==> src/rtl/spi_tx_pkg.sv <==
// Shared state encoding, default timing and counter helpers
// for the SPI transmit source.
package spi_tx_pkg;

   typedef enum logic [2:0] {
      S_IDLE,
      S_SETUP,
      S_SHIFT,
      S_HOLD,
      S_GAP
   } state_e;

   localparam int          DEF_DATA_W    = 16;
   localparam int          DEF_CLK_DIV   = 4;
   localparam int          DEF_CS_SETUP  = 2;
   localparam int          DEF_CS_HOLD   = 2;
   localparam int          DEF_GAP       = 4;
   localparam logic [15:0] DEF_INIT_WORD = 16'hA5A5;

   localparam int CNT_W = 16;

   // Terminal value of a counter that runs n cycles starting at zero.
   function automatic logic [CNT_W-1:0] last(input int n);
      return CNT_W'(n - 1);
   endfunction

endpackage

==> src/rtl/spi_tx_shifter.sv <==
// Frame sequencer: chip-select setup, mode-0 bit shifting (MSB first)
// and chip-select hold, started by a one-cycle start/load_word handshake.
module spi_tx_shifter
   import spi_tx_pkg::*;
#(
   parameter int DATA_W   = DEF_DATA_W,
   parameter int CLK_DIV  = DEF_CLK_DIV,
   parameter int CS_SETUP = DEF_CS_SETUP,
   parameter int CS_HOLD  = DEF_CS_HOLD
) (
   input  logic              clk_i,
   input  logic              rst_i,
   input  logic              start_i,
   input  logic [DATA_W-1:0] load_word_i,
   output logic              done_o,
   output logic              cs_o,
   output logic              sclk_o,
   output logic              sdo_o
);

   state_e            state_q;
   logic [CNT_W-1:0]  cnt_q;
   logic [CNT_W-1:0]  bit_q;
   logic [DATA_W-1:0] shreg_q;
   logic              cs_q;
   logic              sclk_q;
   logic              sdo_q;

   // Combinational so the controller enters GAP exactly as chip select rises.
   assign done_o = (state_q == S_HOLD) && (cnt_q == last(CS_HOLD));

   assign cs_o   = cs_q;
   assign sclk_o = sclk_q;
   assign sdo_o  = sdo_q;

   always_ff @(posedge clk_i) begin
      if (rst_i) begin
         state_q <= S_IDLE;
         cnt_q   <= '0;
         bit_q   <= '0;
         shreg_q <= '0;
         cs_q    <= 1'b1;
         sclk_q  <= 1'b0;
         sdo_q   <= 1'b0;
      end else begin
         unique case (state_q)
            S_IDLE: begin
               cs_q   <= 1'b1;
               sclk_q <= 1'b0;
               sdo_q  <= 1'b0;
               if (start_i) begin
                  state_q <= S_SETUP;
                  cnt_q   <= '0;
                  shreg_q <= load_word_i;
                  cs_q    <= 1'b0;
                  sdo_q   <= load_word_i[DATA_W-1];
               end
            end
            S_SETUP: begin
               if (cnt_q == last(CS_SETUP)) begin
                  state_q <= S_SHIFT;
                  cnt_q   <= '0;
                  bit_q   <= '0;
               end else begin
                  cnt_q <= cnt_q + CNT_W'(1);
               end
            end
            S_SHIFT: begin
               if (cnt_q == last(CLK_DIV / 2)) begin
                  sclk_q <= 1'b1;
               end
               if (cnt_q == last(CLK_DIV)) begin
                  sclk_q <= 1'b0;
                  cnt_q  <= '0;
                  if (bit_q == last(DATA_W)) begin
                     state_q <= S_HOLD;
                     sdo_q   <= 1'b0;
                  end else begin
                     bit_q   <= bit_q + CNT_W'(1);
                     shreg_q <= {shreg_q[DATA_W-2:0], 1'b0};
                     sdo_q   <= shreg_q[DATA_W-2];
                  end
               end else begin
                  cnt_q <= cnt_q + CNT_W'(1);
               end
            end
            S_HOLD: begin
               if (cnt_q == last(CS_HOLD)) begin
                  state_q <= S_IDLE;
                  cnt_q   <= '0;
                  cs_q    <= 1'b1;
               end else begin
                  cnt_q <= cnt_q + CNT_W'(1);
               end
            end
            default: begin
               state_q <= S_IDLE;
               cs_q    <= 1'b1;
               sclk_q  <= 1'b0;
               sdo_q   <= 1'b0;
            end
         endcase
      end
   end

endmodule

==> src/rtl/spi_tx_top.sv <==
// SPI transmit source: streams frames carrying an incrementing word
// while top_valid is high; owns IDLE/GAP control and the word counter.
module spi_tx_top
   import spi_tx_pkg::*;
#(
   parameter int                DATA_W    = DEF_DATA_W,
   parameter int                CLK_DIV   = DEF_CLK_DIV,
   parameter logic [DATA_W-1:0] INIT_WORD = DATA_W'(DEF_INIT_WORD),
   parameter int                CS_SETUP  = DEF_CS_SETUP,
   parameter int                CS_HOLD   = DEF_CS_HOLD,
   parameter int                GAP       = DEF_GAP
) (
   input  logic clk,
   input  logic RSTn,
   input  logic top_valid,
   output logic spi_cs,
   output logic spi_clk,
   output logic spi_data
);

   state_e            state_q;
   logic [CNT_W-1:0]  gap_q;
   logic [DATA_W-1:0] word_q;
   logic [DATA_W-1:0] word_d;
   logic              start;
   logic              done;

   always_comb begin
      start  = (state_q == S_IDLE) && top_valid;
      word_d = word_q + DATA_W'(1);
   end

   // While the shifter walks SETUP/SHIFT/HOLD this FSM parks in S_SETUP.
   always_ff @(posedge clk) begin
      if (RSTn) begin
         state_q <= S_IDLE;
         gap_q   <= '0;
         word_q  <= INIT_WORD;
      end else begin
         unique case (state_q)
            S_IDLE: begin
               if (start) begin
                  state_q <= S_SETUP;
               end
            end
            S_SETUP, S_SHIFT, S_HOLD: begin
               if (done) begin
                  state_q <= S_GAP;
                  gap_q   <= '0;
               end
            end
            S_GAP: begin
               if (gap_q == last(GAP)) begin
                  state_q <= S_IDLE;
                  word_q  <= word_d;
               end else begin
                  gap_q <= gap_q + CNT_W'(1);
               end
            end
            default: state_q <= S_IDLE;
         endcase
      end
   end

   spi_tx_shifter #(
      .DATA_W   (DATA_W),
      .CLK_DIV  (CLK_DIV),
      .CS_SETUP (CS_SETUP),
      .CS_HOLD  (CS_HOLD)
   ) u_shifter (
      .clk_i       (clk),
      .rst_i       (RSTn),
      .start_i     (start),
      .load_word_i (word_q),
      .done_o      (done),
      .cs_o        (spi_cs),
      .sclk_o      (spi_clk),
      .sdo_o       (spi_data)
   );

endmodule

==> config.mk <==
export PLATFORM = sky130hd
export DESIGN_NAME = spi_tx_top
export DESIGN_NICKNAME = d
export VERILOG_FILES = /design/src/rtl/spi_tx_pkg.sv /design/src/rtl/spi_tx_shifter.sv /design/src/rtl/spi_tx_top.sv
export SDC_FILE = /design/constraint.sdc
export NUM_CORES = 1
export LEC_CHECK = 0
export ABC_AREA = 1
export CAP_MARGIN = 40
export CORE_MARGIN = 1.5
export CORE_UTILIZATION = 50
export CTS_CLUSTER_DIAMETER = 80
export DETAILED_ROUTE_END_ITERATION = 7
export PLACE_DENSITY_LB_ADDON = 0.2
export SLEW_MARGIN = 20
export SYNTH_ARGS = -nofsm -noshare
export SYNTH_HDL_FRONTEND = slang
export SYNTH_SLANG_ARGS = --single-unit
==> constraint.sdc <==
create_clock -name clk -period 3.6 [get_ports clk]
set_input_delay 0.36 -clock clk [delete_from_list [all_inputs] [get_ports clk]]
set_output_delay 0.36 -clock clk [all_outputs]
set_load 0.005 [all_outputs]
# Word level (Yosys, flattened, before mapping)
# Cells that the tools add are included.
# classes
add_sub_neg	4
eq_ne	22
mux	33
bitwise	2
reduce_logical	21
# ops
operator	count
$mux W16	8
$add A16 B1 Y16 const B	4
$pmux W16 S2	2
$pmux W16 S3	1
$mux W15	3
$eq A16 B2 Y1 const B	2
$pmux W15 S2	1
$mux W3	7
$eq A16 B1 Y1 const B	1
$eq A16 B4 Y1 const B	1
$ne A2 B2 Y1 const B	7
$eq A3 B2 Y1 const B	4
$pmux W3 S4	1
$reduce_and A2 Y1	5
$pmux W3 S3	1
$reduce_and A4 Y1	2
$eq A3 B1 Y1 const B	2
$logic_not A3 Y1	2
$mux W1	6
$ne A2 B1 Y1 const B	3
$pmux W1 S3	2
$reduce_and A3 Y1	2
$reduce_bool A2 Y1	3
$reduce_and A5 Y1	1
8 further kinds	11
# totals
reg_bits	88
inputBits	3
out_inout_bits	3

# Depth between registers and ports, before layout
# Gate-level depths: netlist (run 1).
# logic_depth
depth_word	4
ltp_mapped	11
mapped_depth_nobuf	11

# Cells and area by module
# From an unflattened synthesis (run 1), not the netlist that was laid out.
# hier_totals
hier_cells	815
hier_area_um2	5312.6
# modules_own_cells
module	n_inst	cells_each	area_per_inst_um2	seq_area_each_um2
spi_tx_shifter	1	486	3218.1	1041.0
spi_tx_top	1	329	2094.5	680.7

# Least setup slack after synthesis (run 1)
# OpenSTA, ideal clock, no wires.
# synth_path
path_kind	reg-to-reg
startpoint	reg u_shifter.state_q[0]
endpoint	reg u_shifter.bit_q[4]
setup_ns	0.132
t_arrival_ns	1.580
t_required_ns	3.468
path_slack_ns	1.887
path_stages_with_launch	11
period_less_slack_ns	1.713
cell_sequence	dfxtp_1 inv_1 ha_1 inv_2 buf_2 nand2_1 nand2_2 nand3_2 buf_4 nand2_1 a21oi_1
# synth_via
elab_chain_len	3
# synth_lines
item	line	rtl
start, declared	spi_tx_shifter.sv:21	state_e state_q;
start signal, assigned	spi_tx_shifter.sv:38	state_q <= S_IDLE;
start signal, assigned	spi_tx_shifter.sv:52	state_q <= S_SETUP;
start signal, assigned	spi_tx_shifter.sv:61	state_q <= S_SHIFT;
$eq A3 B2 Y1 / $eq A3 B1 Y1 (equally long branches)	spi_tx_shifter.sv:46	unique case (state_q)
$ne A2 B2 Y1 (no line) (tied with other cells)	-	
$reduce_and A4 Y1 (no line)	-	
end signal, assigned	spi_tx_shifter.sv:79	bit_q <= bit_q + CNT_W'(1);
end, declared	spi_tx_shifter.sv:23	logic [CNT_W-1:0] bit_q;
# Several ways; a longest one is shown, not always the timed one.
# A chain may end at the register's enable or synchronous reset.

# Worst setup path after layout (run 1)
# layout_path
startpoint	reg u_shifter.state_q[0]
endpoint	reg u_shifter.cnt_q[10]
# layout_via
elab_chain_len	4
# layout_lines
item	line	rtl
$eq A3 B1 Y1 / $eq A3 B2 Y1 (equally long branches)	spi_tx_shifter.sv:46	
$reduce_or A2 Y1 (no line)	-	
$reduce_bool A3 Y1 (no line)	-	
$reduce_and A2 Y1 (no line)	-	
end signal, assigned	spi_tx_shifter.sv:65	cnt_q <= cnt_q + CNT_W'(1);
end signal, assigned	spi_tx_shifter.sv:84	cnt_q <= cnt_q + CNT_W'(1);
end signal, assigned	spi_tx_shifter.sv:93	cnt_q <= cnt_q + CNT_W'(1);
end, declared	spi_tx_shifter.sv:22	logic [CNT_W-1:0] cnt_q;
# Several ways; a longest one is shown, not always the timed one.

==> results of run 1 <==
==> per-layer routing <==
layer / global-route usage [%] / vias up / part of all wire [%]
li1: - / 2586 / -
met1: 30.64 / 2264 / 50
met2: 34.30 / 91 / 45
met3: 3.776 / 15 / 4.0
met4: 9.127 / 0 / 1.4
met5: 0 / - / 0
==> layout make-up <==
cell class              instances  area, um^2
clock buffers                  10       137.6
clock inverters                 4       120.1
fillers                       969        4382
inverters                      74       277.8
multi-input cells             611        2947
flip-flops and latches         86        1722
well taps                     133       166.4
repair buffers                  8       67.56
==> synth_stat cells <==
master | count | area [um^2]
nor3b_1 | 2 | 15.01
nor2_1 | 104 | 390.4
clkbuf_1 | 11 | 41.29
buf_4 | 3 | 22.52
nand2_1 | 213 | 799.5
or2_2 | 1 | 6.260
nor2_4 | 1 | 11.26
o211ai_1 | 4 | 30.03
nor2_2 | 4 | 25.02
o21ai_0 | 29 | 145.1
nor3_1 | 22 | 110.1
nor3_2 | 1 | 10.01
inv_1 | 70 | 262.8
nand3_2 | 2 | 20.02
nand3_1 | 95 | 475.5
and2_1 | 2 | 12.51
ha_1 | 13 | 162.7
nand4_1 | 25 | 156.4
buf_2 | 8 | 40.04
xor2_1 | 12 | 105.1
xnor2_1 | 4 | 35.03
a21o_1 | 1 | 7.510
nand2_2 | 10 | 62.56
dfxtp_1 | 86 | 1722
buf_6 | 3 | 33.78
a21boi_4 | 1 | 18.77
inv_2 | 3 | 11.26
a21oi_1 | 58 | 290.3
nand2_4 | 1 | 11.26
clkinv_1 | 1 | 3.750
a31o_2 | 1 | 8.760
o21bai_1 | 2 | 15.01
nand3b_1 | 3 | 22.52
==> registers in the layout, summed over array words and instances (netlist names) <==
signal and cells:
word_q 16, state_q 2, u_shifter.shreg_q 15, u_shifter.state_q 2, u_shifter.cs_o 1, u_shifter.sdo_o 1
u_shifter.bit_q 16, u_shifter.sclk_o 1, gap_q 16, u_shifter.cnt_q 16
==> cell families (layout without fill, tap and decap cells) <==
group / count (synthesis) / after routing / share of synthesized area [%]
adders and majority gates: 13 / 13 / 3.200
DFF: 86 / 86 / 33.87
AOI/OAI and AO/OA: 96 / 96 / 10.14
buffers and inverters: 99 / 96 / 8.171
and+or+nand+nor: 486 / 486 / 41.87
xor gates and xnor gates: 16 / 16 / 2.756
==> worst paths after layout <==
check | to | cells after the start
min | u_shifter.shreg_q[3] | 2
min reg2reg | u_shifter.shreg_q[3] | 2
max | u_shifter.cnt_q[10] | 10
max reg2reg | u_shifter.cnt_q[10] | 10
==> report_power, final <==
| group | internal (uW) | total [uW] | switching [uW] |
|---|---|---|---|
| logic | 201 | 732 | 531 |
| registers | 1010 | 1050 | 45.2 |
| clock network | 543 | 886 | 344 |
| total | 1750 | 2670 | 919 |
==> worst max-delay path, delay by kind of cell (launching register included) <==
kind	cells	cell delay, ns
fa+ha+maj	1	0.21
simple gates	5	0.93
flops	1	0.43
buf+inv	4	0.83
==> stage by stage <==
stage | cells | setup WS, ns | cell area (um^2)
floorplan | 796 | 1.887 | 5084
global placement | 912 | 1.310 | 5180
detailed placement | 912 | 1.124 | 5180
CTS | 926 | 1.120 | 5438
global route | 926 | 0.9173 | 5438
finish | 926 | 1.114 | 5438
==> impl_metrics.tcl, run 1 <==
set metrics [dict create \
    tns_ns 0 \
    critical_path_required_ns 3.90 \
    die_x_um 103.8 \
    ys_types 33 \
    die_area_mm2 0.01078 \
    irDropWorstVdd_mv 0.2440 \
    wirelength_um 11720 \
    grt_start_max_net_pins 54 \
    tritoncts "yes" \
    post-layout-total-power_uw 2671 \
    r2r-start "u_shifter.state_q[0]" \
    syn_to_final_growth_pct 6.965 \
    final.period_utilization_pct 69.06 \
    final_hold_viol_count 0 \
    gp_congestion 0.9045 \
    core.rowCount 36 \
    post_route_hold_slack_ns 0.4673 \
    design.final.nets 806 \
    holdCritPathClass "reg2reg" \
    floorplan.die.height_um 103.8 \
    worst_path_max_delay_cell "dfxtp_1" \
    tritoncts_num_sinks 86 \
    critPathMostFrequentCell "nand2_1" \
    detail_route.first_pass.iterations 7 \
    cp-startpoint "u_shifter.state_q[0]" \
    setup.worst_path.end_class "flop" \
    route.antenna.remaining_nets 0 \
    initial_utilization_pct 51.77 \
    cts_hold_repair.buffers 0 \
    cpPeakStageDelay_ns 0.43 \
    timing_worst_slew_pin_value_ns 0.7682 \
    final-max-slew-violation-count 0 \
    synthesis.area_per_instance_um2 6.386 \
    status "finished, final reports clean" \
    global_route.usage.total_pct 22.20 \
    cts_made_buffers 9 \
    h_tree_levels 3 \
    final_period_minus_worst_setup_slack_ns 2.486 \
    first_pass_grt_wire_length_um 20030 \
    cts.path.max_buffers 2 \
    synthesis.instances 796 \
    cts-resized-gates 0 \
    rsz_0062_raised_after_global_routing "no" \
    drive_gt1_share_pct 5.422 \
    clk_lat_worst_skew_ns 0.37 \
    criticalPathCategory "reg2reg" \
    root_buffer "clkbuf_8" \
    final_cell_mix "213 x nand2_1, 104 x nor2_1, 95 x nand3_1, 86 x dfxtp_1, 70 x inv_1" \
    avgRoutedWirePerCell_um 12.65 \
    timing.clock.skew_ns 0.01032 \
    worst-path-max-fanout 32 \
    timing.max_cap.violations 0 \
    holdCritStartpoint "u_shifter.shreg_q[3]" \
    clk_pin_slew_ns 0.09 \
    ports 6 \
    max_freq_mhz 402.2 \
    synthesis.area_mm2 0.005084 \
    postSynthNetCount 812 \
    core_area_mm2 0.009819 \
    layout.cells.most_common "nand2_1" \
    initialDrtViolationCount 282 \
    io_buffers 5 \
    power-per-cell-area_mw_per_mm2 491.2 \
    post-dp-hpwl_um 8269 \
    static-leakage-power_uw 0.002036 \
    regToRegSetupSlack_ns 1.11 \
    yosysSeqAreaShare_pct 33.87 \
    grt_antenna_before_repair 0 \
    sum_of_overflow_across_all_layers_after_global_routing 0 \
    post-cts-setup-buffer-count 0 \
    critical_path.cell_chain "inv_1 -> ha_1 -> buf_4 -> inv_2 -> nand2_1 -> nand2_1 -> inv_1 -> nand2_1 -> nand2_2 -> nor2_1" \
    postLayoutCoreUtil_pct 55.38 \
    worst_case_headroom_to_the_max_slew_limit_pct 48.73 \
    route.detailed.drc 0 \
    setup-violations-final 0 \
    yosysWarnings 0 \
    critical_path.startpoint_type "flop" \
    num_antenna_cells 0 \
    ys_seq_elements 86 \
    vias 4956 \
    grt_pass1_vias 4477 \
    arrival_ns 2.78 \
    vias_per_cell 5.352 \
]
(Power assumes the default switching activity.)
==> inputs of run 2 (changes only) <==
==> constraint.sdc (replaced) <==
create_clock -name clk -period 2.4 [get_ports clk]
set_input_delay 0.24 -clock clk [delete_from_list [all_inputs] [get_ports clk]]
set_output_delay 0.24 -clock clk [all_outputs]
set_load 0.005 [all_outputs]
==> impl_metrics.tcl, run 2 (synthesis gave the netlist of run 1 again) <==
set metrics [dict create \
    h_tree_levels 3 \
    cts_made_buffers 9 \
    n_fill_cell 1018 \
    holdCritPathClass "in2reg" \
    cts.path.max_buffers 2 \
    irDropWorstVdd_mv 0.3520 \
    worst-path-max-fanout 14 \
    rsz_0062_raised_after_global_routing "no" \
    clk_lat_worst_skew_ns 0.36 \
    post-dp-hpwl_um 8217 \
    io_buffers 5 \
    grt_start_max_net_pins 54 \
    static-leakage-power_uw 0.002011 \
    timing.clock.skew_ns 0.01576 \
    dpl.cell_count 916 \
    worst_case_headroom_to_the_max_slew_limit_pct 60.81 \
    core_area_mm2 0.009819 \
    setup.worst_path.end_class "flop" \
    timing.max_cap.violations 0 \
    clk_pin_slew_ns 0.09 \
    wirelength_um 11650 \
    layout.cells.most_common "nand2_1" \
    route.antenna.remaining_nets 0 \
    grt_pass1_vias 4457 \
    power-per-cell-area_mw_per_mm2 681.5 \
    cp-startpoint "u_shifter.state_q[0]" \
    root_buffer "clkbuf_8" \
    detail_route.first_pass.iterations 5 \
    holdCritStartpoint "RSTn" \
    vias_per_cell 5.343 \
    min_delay_path_depth 4 \
    r2r-start "u_shifter.state_q[0]" \
    final_hold_viol_count 0 \
    critical_path_required_ns 2.65 \
    final.period_utilization_pct 87.57 \
    final_standard_cell_count_with_taps_included_and_fillers_excluded 932 \
    cts_hold_repair.buffers 0 \
    hold-path-endpoint "gap_q[0]" \
    cts-resized-gates 0 \
    floorplan.die.height_um 103.8 \
    reg2reg_depth 10 \
    tritoncts_num_sinks 86 \
    num_antenna_cells 0 \
    global_route.usage.total_pct 22.05 \
    final_period_minus_worst_setup_slack_ns 2.102 \
    regToRegSetupSlack_ns 0.30 \
    gp_congestion 0.9129 \
    route.detailed.drc 0 \
    die_x_um 103.8 \
    final-max-slew-violation-count 0 \
    tns_ns 0 \
    avgRoutedWirePerCell_um 12.50 \
    setup-violations-final 0 \
    sum_of_overflow_across_all_layers_after_global_routing 0 \
    critical_path.startpoint_type "flop" \
    tritoncts "yes" \
    timing_worst_slew_pin_value_ns 0.5878 \
    criticalPathCategory "reg2reg" \
    core.rowCount 36 \
    arrival_ns 2.36 \
    post-cts-setup-buffer-count 0 \
    initialDrtViolationCount 268 \
    status "finished, final reports clean" \
    syn_to_final_growth_pct 5.858 \
    grt_antenna_before_repair 0 \
    vias 4980 \
    die_area_mm2 0.01078 \
    first_pass_grt_wire_length_um 20020 \
    reg_to_reg_critical_path_endpoint "u_shifter.cnt_q[15]" \
    design.final.nets 810 \
    initial_utilization_pct 51.77 \
    final_cell_mix "213 x nand2_1, 104 x nor2_1, 95 x nand3_1, 86 x dfxtp_1, 70 x inv_1" \
    drive_gt1_share_pct 6.133 \
    ports 6 \
    max_freq_mhz 475.8 \
]
run 2: layout make-up:
class | count | area (um^2) | share of cell area, %
clock buffers | 9 | 123.9 | 2.302
clock inverters | 7 | 47.55 | 0.8835
inverters | 74 | 277.8 | 5.162
multi-input cells | 611 | 2947 | 54.75
flip-flops and latches | 86 | 1722 | 31.99
well taps | 133 | 166.4 | 3.092
repair buffers | 12 | 97.59 | 1.814
run 2: worst max path at each step:
stage | endpoint | slack [ns] | depth (start not counted)
2_1_floorplan | u_shifter.bit_q[4] | 0.69 | 10
3_3_place_gp | u_shifter.cnt_q[15] | 0.32 | 10
3_5_place_dp | u_shifter.cnt_q[15] | 0.31 | 10
4_1_cts | u_shifter.cnt_q[15] | 0.32 | 10
5_1_grt | u_shifter.cnt_q[15] | 0.11 | 10
6_report | u_shifter.cnt_q[15] | 0.30 | 10
run 2: routing by layer:
layer | GRT usage [%] | up-vias | share of wire, % | wire, um
li1 | - | 2583 | - | -
met1 | 30.48 | 2283 | 50 | 5792
met2 | 35.29 | 105 | 45 | 5273
met3 | 4.279 | 9 | 4.1 | 480
met4 | 5.556 | 0 | 0.87 | 101
met5 | 0 | - | 0 | 0
run 2: critical path, cell delays in order (launching register included):
cell	delay [ns]
dfxtp_1	0.47
inv_1	0.14
ha_1	0.26
nand2_1	0.18
nand2_1	0.31
nor2_1	0.27
nand2_1	0.13
nor2_1	0.10
nand2_1	0.05
nand2_1	0.06
nor2_1	0.04
run 2: power breakdown:
| part | internal [uW] | switching [uW] |
|---|---|---|
| clock | 378 | 566 |
| combinational | 323 | 816 |
| sequential | 1510 | 71.8 |
| total | 2210 | 1450 |
run 2: metrics by stage:
step	hold slack [ns]	util [%]	total power [uW]	worst slack, ns	area (um^2)
after floorplan	0.4265	-	2538	0.6873	5084
after global placement	0.4493	53.06	2719	0.3225	5210
after detailed placement	0.4562	53.06	2739	0.3123	5210
after CTS	0.1888	54.80	3677	0.3200	5381
after global routing	0.2059	54.80	3896	0.1108	5381
final	0.1958	54.80	3667	0.2982	5381
==> inputs of run 3 (changes only) <==
--- a/config.mk
+++ b/config.mk
@@ -11,6 +11,7 @@
 export CORE_UTILIZATION = 50
 export CTS_CLUSTER_DIAMETER = 80
 export DETAILED_ROUTE_END_ITERATION = 7
+export GPL_TIMING_DRIVEN = 0
 export PLACE_DENSITY_LB_ADDON = 0.2
 export SLEW_MARGIN = 20
 export SYNTH_ARGS = -nofsm -noshare
==> impl_metrics.tcl, run 3 (synthesis gave the netlist of run 1 again) <==
set metrics [dict create \
    critPathTopFamily "buffers and inverters" \
    tns_ns 0 \
    timing.max_cap.violations 0 \
    holdCritPathClass "in2reg" \
    wirelength_um 12410 \
    post-cts-setup-buffer-count 0 \
    core_area_mm2 0.009819 \
    vias_per_cell 5.377 \
    final-max-slew-violation-count 0 \
    status "finished, final reports clean" \
    global_route.peak_usage_layer "met2" \
    post-layout-total-power_uw 4101 \
    critPathMostFrequentCell "nor2_1" \
    gr_layer_usage_met2_pct 35.57 \
    critical_path_required_ns 2.66 \
    cts-resized-gates 0 \
    criticalPathCategory "reg2reg" \
    r2r-start "u_shifter.state_q[0]" \
    sum_of_overflow_across_all_layers_after_global_routing 0 \
    route.detailed.drc 0 \
    avgRoutedWirePerCell_um 13.09 \
    setup.worst_path.end_class "flop" \
    io_buffers 4 \
    final_period_minus_worst_setup_slack_ns 2.164 \
    tritoncts "yes" \
    timing.clock.skew_ns 0.01101 \
    post_route_hold_slack_ns 0.3034 \
    reg2reg_depth 8 \
    first_pass_grt_wire_length_um 20300 \
    holdCritStartpoint "RSTn" \
    grt.met1_usage_pct 31.79 \
    max_freq_mhz 462.2 \
    syn_to_final_growth_pct 8.885 \
    design.final.nets 827 \
    h_tree_levels 3 \
    num_antenna_cells 0 \
    cts_hold_repair.buffers 0 \
    rsz_0062_raised_after_global_routing "no" \
    clk_pin_slew_ns 0.09 \
    worst_path_max_delay_cell "dfxtp_1" \
    regToRegSetupSlack_ns 0.24 \
    initial_utilization_pct 51.77 \
    critical_path.startpoint_type "flop" \
    critical_path_cell_count 8 \
    cts.path.max_buffers 2 \
    globalRouteMet3Util_pct 3.021 \
    worst-path-max-fanout 10 \
    core.rowCount 36 \
    initialDrtViolationCount 328 \
    detail_route.first_pass.iterations 6 \
    cpPeakStageDelay_ns 0.46 \
    cp_num_buf_inv 4 \
    grt_pass1_vias 4401 \
    root_buffer "clkbuf_8" \
    grt_start_max_net_pins 15 \
    layout.cells.most_common "nand2_1" \
    floorplan.die.height_um 103.8 \
    hold-path-endpoint "gap_q[5]" \
    route.antenna.remaining_nets 0 \
    grt_antenna_before_repair 0 \
    tritoncts_num_sinks 86 \
    vias 5097 \
    setup-violations-final 0 \
    final_hold_viol_count 0 \
    gp_congestion 0.9247 \
    global_route.usage.total_pct 22.88 \
    arrival_ns 2.42 \
    critical_path.cell_chain "inv_1 -> ha_1 -> inv_2 -> buf_2 -> clkbuf_1 -> nor2_1 -> o21ai_0 -> nor2_1" \
    post-dp-hpwl_um 9032 \
    clk_lat_worst_skew_ns 0.37 \
    power-per-cell-area_mw_per_mm2 740.9 \
    final_cell_mix "213 x nand2_1, 104 x nor2_1, 95 x nand3_1, 86 x dfxtp_1, 70 x inv_1" \
    die_x_um 103.8 \
    timing_worst_slew_pin_value_ns 0.5982 \
    final.period_utilization_pct 90.15 \
    cts_made_buffers 9 \
    irDropWorstVdd_mv 0.4383 \
    die_area_mm2 0.01078 \
    min_delay_path_depth 2 \
    reg_to_reg_critical_path_endpoint "u_shifter.bit_q[0]" \
    drive_gt1_share_pct 6.626 \
    ports 6 \
    static-leakage-power_uw 0.002091 \
    worst_case_headroom_to_the_max_slew_limit_pct 60.12 \
]
-- run 3: how the worst max path moves through the flow --
stage | startpoint | end | slack [ns]
floorplan | u_shifter.state_q[0] | u_shifter.bit_q[4] | 0.69
global placement | u_shifter.state_q[0] | u_shifter.bit_q[7] | 0.32
detailed placement | u_shifter.state_q[0] | u_shifter.bit_q[0] | 0.30
CTS | u_shifter.state_q[0] | u_shifter.bit_q[0] | 0.28
global route | u_shifter.state_q[0] | u_shifter.shreg_q[0] | 0.07
finish | u_shifter.state_q[0] | u_shifter.bit_q[0] | 0.24
-- run 3: routing by layer --
layer	up-vias	part of all wire, %	wire [um]
met5	-	0	0
met4	0	1.9	234
li1	2630	-	-
met2	137	44	5517
met3	21	4.9	603
met1	2309	49	6049
-- run 3: report_power, final --
part	internal, uW	switching [uW]	total, uW
Sequential	1510	69.6	1580
Combinational	400	858	1260
Clock	718	543	1260
-- run 3: stage by stage --
| stage | utilization [%] | worst slack (ns) | cells | area, um^2 |
|---|---|---|---|---|
| 6_report | 56.37 | 0.2365 | 948 | 5535 |
| 5_1_grt | 56.37 | 0.07489 | 948 | 5535 |
| 4_1_cts | 56.37 | 0.2822 | 948 | 5535 |
| 3_5_place_dp | 53.87 | 0.2967 | 933 | 5290 |
| 3_3_place_gp | 53.87 | 0.3207 | 933 | 5290 |
| 2_1_floorplan | - | 0.6873 | 796 | 5084 |
-- run 3: cell type report --
class	instances	area, um^2
fillers	998	4284
well taps	133	166.4
plain buffers	25	137.6
repair buffers	4	40.04
flip-flops and latches	86	1722
clock inverters	5	107.6
inverters	74	277.8
clock buffers	10	137.6
multi-input cells	611	2947
-- run 3: worst reg2reg max path, stage by stage (launching register included) --
cell and delay, ns:
dfxtp_1 0.46, inv_1 0.14, ha_1 0.33, inv_2 0.10, buf_2 0.24, clkbuf_1 0.46
nor2_1 0.10, o21ai_0 0.18, nor2_1 0.05
